$ cat config.mk
export PLATFORM = sky130hd
export DESIGN_NAME = twiddle_loader
export DESIGN_NICKNAME = d
export VERILOG_FILES = /design/src/rtl/twiddle_loader_pkg.sv /design/src/rtl/tw_addr_counter.sv /design/src/rtl/twiddle_loader.sv
export SDC_FILE = /design/constraint.sdc
export NUM_CORES = 1
export LEC_CHECK = 0
export ABC_AREA = 1
export CAP_MARGIN = 30
export CORE_MARGIN = 3
export CORE_UTILIZATION = 50
export CTS_CLUSTER_SIZE = 12
export DETAILED_ROUTE_END_ITERATION = 7
export PLACE_DENSITY = 0.67
export SLEW_MARGIN = 20
export SYNTH_ARGS = -nofsm -noshare
export SYNTH_HDL_FRONTEND = slang
export SYNTH_SLANG_ARGS = --single-unit
export TNS_END_PERCENT = 10
$ cat constraint.sdc
create_clock -name clk -period 3.6 [get_ports clk]
set_clock_uncertainty 0.15 [all_clocks]
set_input_delay 0.72 -clock clk [delete_from_list [all_inputs] [get_ports clk]]
set_output_delay 0.72 -clock clk [all_outputs]
set_load 0.05 [all_outputs]
$ cat src/rtl/twiddle_loader_pkg.sv
// Shared FFT package: default twiddle geometry, Q1.10 unity constant and
// the loader state encoding.
package twiddle_loader_pkg;

  localparam int TW_WIDTH  = 12;
  localparam int TW_DEPTH  = 8;
  localparam int TW_STAGES = 3;

  // 1.0 in Q1.10
  localparam logic [11:0] TW_ONE = 12'h400;

  typedef enum logic [1:0] {
    EMPTY = 2'd0,
    LOAD  = 2'd1,
    READY = 2'd2
  } tw_state_e;

endpackage

$ cat src/rtl/tw_addr_counter.sv
// Wrapping enable counter with synchronous clear. Counts 0..MODULUS-1 and
// wraps back to 0. Used for both the table write pointer and the read address.
module tw_addr_counter #(
  parameter int MODULUS = 8,
  parameter int CW      = $clog2(MODULUS)
) (
  input  logic          clk,
  input  logic          reset,
  input  logic          clear,
  input  logic          enable,
  output logic [CW-1:0] count
);

  // Clear (or reset) wins over enable; enable steps the count with wrap.
  always_ff @(posedge clk) begin
    if (reset || clear) begin
      count <= '0;
    end else if (enable) begin
      if (count == CW'(MODULUS - 1)) begin
        count <= '0;
      end else begin
        count <= count + 1'b1;
      end
    end
  end

endmodule

$ cat src/rtl/twiddle_loader.sv
// Twiddle coefficient loader: streams STAGES*DEPTH words into a table,
// then serves them per stage with a wrapping read address. The table itself
// is never cleared; it only becomes readable after a complete load.
module twiddle_loader
  import twiddle_loader_pkg::*;
#(
  parameter int WIDTH  = TW_WIDTH,
  parameter int DEPTH  = TW_DEPTH,
  parameter int STAGES = TW_STAGES
) (
  input  logic                    clk,
  input  logic                    reset,
  input  logic                    load_start,
  input  logic                    wr_valid,
  input  logic signed [WIDTH-1:0] wr_data,
  output logic                    wr_ready,
  output logic                    loaded,
  input  logic [1:0]              rd_stage,
  input  logic                    enable,
  output logic signed [WIDTH-1:0] mem_out
);

  localparam int TOTAL  = STAGES * DEPTH;
  localparam int PTR_W  = $clog2(TOTAL);
  localparam int ADDR_W = $clog2(DEPTH);

  tw_state_e               state;
  logic [PTR_W-1:0]        wr_ptr;
  logic [ADDR_W-1:0]       rd_addr;
  logic [PTR_W-1:0]        rd_index;
  logic                    accept;
  logic                    last_word;
  logic                    stage_ok;
  logic                    rd_step;
  logic signed [WIDTH-1:0] table_mem [TOTAL];

  // A restart request outranks a write arriving in the same cycle.
  assign accept    = wr_valid && wr_ready && !load_start;
  assign last_word = accept && (wr_ptr == PTR_W'(TOTAL - 1));
  assign rd_step   = (state == READY) && enable;
  assign wr_ready  = (state == LOAD);
  assign loaded    = (state == READY);
  assign stage_ok  = (int'(rd_stage) < STAGES);
  assign rd_index  = PTR_W'(rd_stage) * PTR_W'(DEPTH) + PTR_W'(rd_addr);

  // Load control: any load_start (re)enters LOAD, the final word moves to READY.
  always_ff @(posedge clk) begin
    if (reset) begin
      state <= EMPTY;
    end else if (load_start) begin
      state <= LOAD;
    end else if (last_word) begin
      state <= READY;
    end
  end

  // Coefficient storage, written in stage-major order; deliberately not reset.
  always_ff @(posedge clk) begin
    if (!reset && accept) begin
      table_mem[wr_ptr] <= wr_data;
    end
  end

  // Write pointer restarts on every load_start and steps per accepted word.
  tw_addr_counter #(.MODULUS(TOTAL), .CW(PTR_W)) u_wr_ptr (
    .clk    (clk),
    .reset  (reset),
    .clear  (load_start),
    .enable (accept),
    .count  (wr_ptr)
  );

  // Read address starts at 0 on entry to READY and only moves while READY.
  tw_addr_counter #(.MODULUS(DEPTH), .CW(ADDR_W)) u_rd_addr (
    .clk    (clk),
    .reset  (reset),
    .clear  (last_word),
    .enable (rd_step),
    .count  (rd_addr)
  );

  // Zero-latency table read; zero whenever the table is not valid or stage is out of range.
  always_comb begin
    mem_out = '0;
    if (state == READY && stage_ok) begin
      mem_out = table_mem[rd_index];
    end
  end

endmodule

==> results of run 1 <==
## kinds of logic after synthesis
group,Yosys count,share of synthesized area
flops,298,0.698
xor+xnor,1,0.000691
simple gates,554,0.182
fa+ha+maj,6,0.00592
compound gates,93,0.0416
buf+inv,219,0.0721
## flip-flops by register name (all words and copies together), names as in the netlist
name,cells
u_rd_addr.count,3
table_mem,288
state,2
u_wr_ptr.count,5
## final cells by class
class,instances,area (um2)
clock buffers,49,843
clock inverters,8,72.6
fillers,1942,9960
inverters,160,606
multi-input cells,654,2940
flip-flops and latches,298,8860
well taps,324,405
repair buffers,83,923
## critical path, delay by kind of cell (launching register included)
family / cells / cell delay, ns
AO/OA/AOI/OAI: 1 / 0.26
buffers and inverters: 3 / 0.58
flip-flops: 1 / 0.53
AND/OR/NAND/NOR: 6 / 0.67
## synthesized netlist by cell type
master,number
edfxtp_1,288
nand2_1,277
nand3_1,164
inv_1,157
nor2_1,106
o21ai_0,28
o211ai_1,24
buf_2,23
o21ai_1,22
a21oi_1,18
clkbuf_1,18
dfxtp_1,10
buf_1,7
buf_6,6
ha_1,6
buf_4,5
inv_2,2
nor3_1,2
a211oi_1,1
clkinv_1,1
nand4_1,1
nor2_2,1
nor3_2,1
nor3b_1,1
or2_2,1
xor2_1,1
## path summary, 6_finish.rpt
kind	start	end	slack, ns	depth (start not counted)
worst max-delay path	u_rd_addr.count[0]	mem_out[2]	0.12	10
worst min-delay path	state[1]	state[1]	0.34	2
worst max register to register	state[0]	table_mem[15][7]	1.50	9
worst min register to register	state[1]	state[1]	0.34	2
## power groups by stage
stage / clock network, mW / registers (mW) / logic, mW
after floorplan: 0 / 3.88 / 0.0307
after global placement: 0 / 3.88 / 0.132
after detailed placement: 0 / 3.88 / 0.136
after CTS: 2.96 / 3.80 / 0.136
after global routing: 3.10 / 3.80 / 0.148
final: 2.91 / 3.80 / 0.136
## per-layer routing
layer | up-vias | GRT usage | routed length (um)
met2 | 340 | 0.341 | 13900
li1 | 4029 | - | -
met4 | 0 | 0.0629 | 799
met1 | 4004 | 0.339 | 13100
met5 | - | 0 | 0
met3 | 58 | 0.0384 | 2430
## what timing repair did
| item | 4_1_cts | 5_1_grt |
|---|---|---|
| gates cloned | 0 | 1 |
| gates resized for setup | 2 | 6 |
| setup endpoints to repair | 2 | 9 |
| buffers inserted | 0 | 0 |
==> metrics, run 1 <==
status finished clean; critical-path cell list inv_6 > clkbuf_16 > nand2_1 > nand3_1 > nand3_1 > nand3_1 > nand2_1 > nand2_1 > a21oi_1 > buf_12; CTS tree built; Final WS setup about 0.12 ns; clock transition at the registers of the reported paths ~0.06 ns; pre-CTS setup slack between 0.2 and 0.25 ns; most frequent cells in the layout edfxtp_1, nand2_1, nand3_1, inv_1, nor2_1; Final GP Congestion between 0.9 and 1; total core area between 0.02 and 0.025 mm2; antenna-violating nets left 0; die width about 170 um; synth top area cells edfxtp_1, nand2_1, nand3_1, inv_1, nor2_1; layout cells sized above 1 0.0903; unrepaired setup endpoints after global routing false; WS Path Type reg -> out; initial antenna violation count 0; CTS Buffer Depth 3; Critical Path Start Type flop; Boundary Pins 33; largest net degree at the start of global routing 76; Final nets around 1300; CTS Buf Count 31; internal power between 5 and 6 mW; die area around 0.027 mm2; top cell type's share of synthesized area 0.682; commonest non-fill, non-tap cell in the layout edfxtp_1; Tmin final roughly 3.5 ns; Routed wire per std cell about 19 um; Critical Path AT ~2.6 ns; 1st-pass router iterations 6; Post-DP Area about 0.014 mm2; via count around 8400; Hold Crit Class reg -> reg; Initial Utilization 0.515; static leakage ~5.7 nW; Sink Count just under 300; fin util 0.595; Non-Filler Instances between 1500 and 2000; post-synthesis sequential area ratio 0.698; # rows 57; number of port buffers 32; period utilization 0.967; post-DP HPWL between 15000 and 20000 um; DRT iter0 DRCs roughly 1000; ANT cells 0; crit end category output pin; routed vias/inst 5.35; sequential share of power 0.556; # hold bufs at CTS 0; synthesized area 0.0127 mm2; # setup viols final 0; VDD IR max 0.411 mV; CP required roughly 2.7 ns; final WL just over 30000 um; slowest cell on the critical path dfxtp_4; Die Y about 170 um; Root Buffer clkbuf_16; Mapped Nets ~1200; Synth warnings 0; Pwr Total between 6 and 7 mW; Max Clk Rate approximately 290 MHz; clock latency on the worst-skew pair roughly 0.55 ns; slowest stage delay, CP between 0.5 and 0.6 ns; global-route wire length before repair 46000 um; final setup TNS 0 ns; Placed Cells between 1500 and 2000; drt drc 0; vias in the first global route 7943; P&R area growth vs syn 15.5%; Sw Share 0.194; Hold Vio Cnt, Final 0; NetSw around 1.3 mW; Yosys reg bits between 200 and 300; PD cells 467 mW/mm2; Yosys cell types 26; GRT overflow 0; Slew Limit Fails 0; Avg Cell Area, Syn between 10 and 15 um2; Total GRT Usage 0.225; MaxCap Viol Count 0; Synth area leader edfxtp_1; Comb power frac 0.020; H-Tree Depth 1; Tightest Pin Transition 0.766 ns; final instance area between 0.01 and 0.015 mm2; hold slack around 0.34 ns; CP max FO 37; Clock power frac 0.424; cell count after synthesis around 1200; relative slew slack 0.487
Power figures use the tool's default switching activity.
==> run 2, diff against run 1 <==
--- a/config.mk
+++ b/config.mk
@@ -11,6 +11,7 @@
 export CORE_UTILIZATION = 50
 export CTS_CLUSTER_SIZE = 12
 export DETAILED_ROUTE_END_ITERATION = 7
+export HOLD_SLACK_MARGIN = 0.05
 export PLACE_DENSITY = 0.67
 export SLEW_MARGIN = 20
 export SYNTH_ARGS = -nofsm -noshare
==> results of run 2 <==
Final layout, timing and power as in run 1 (identical DEF).
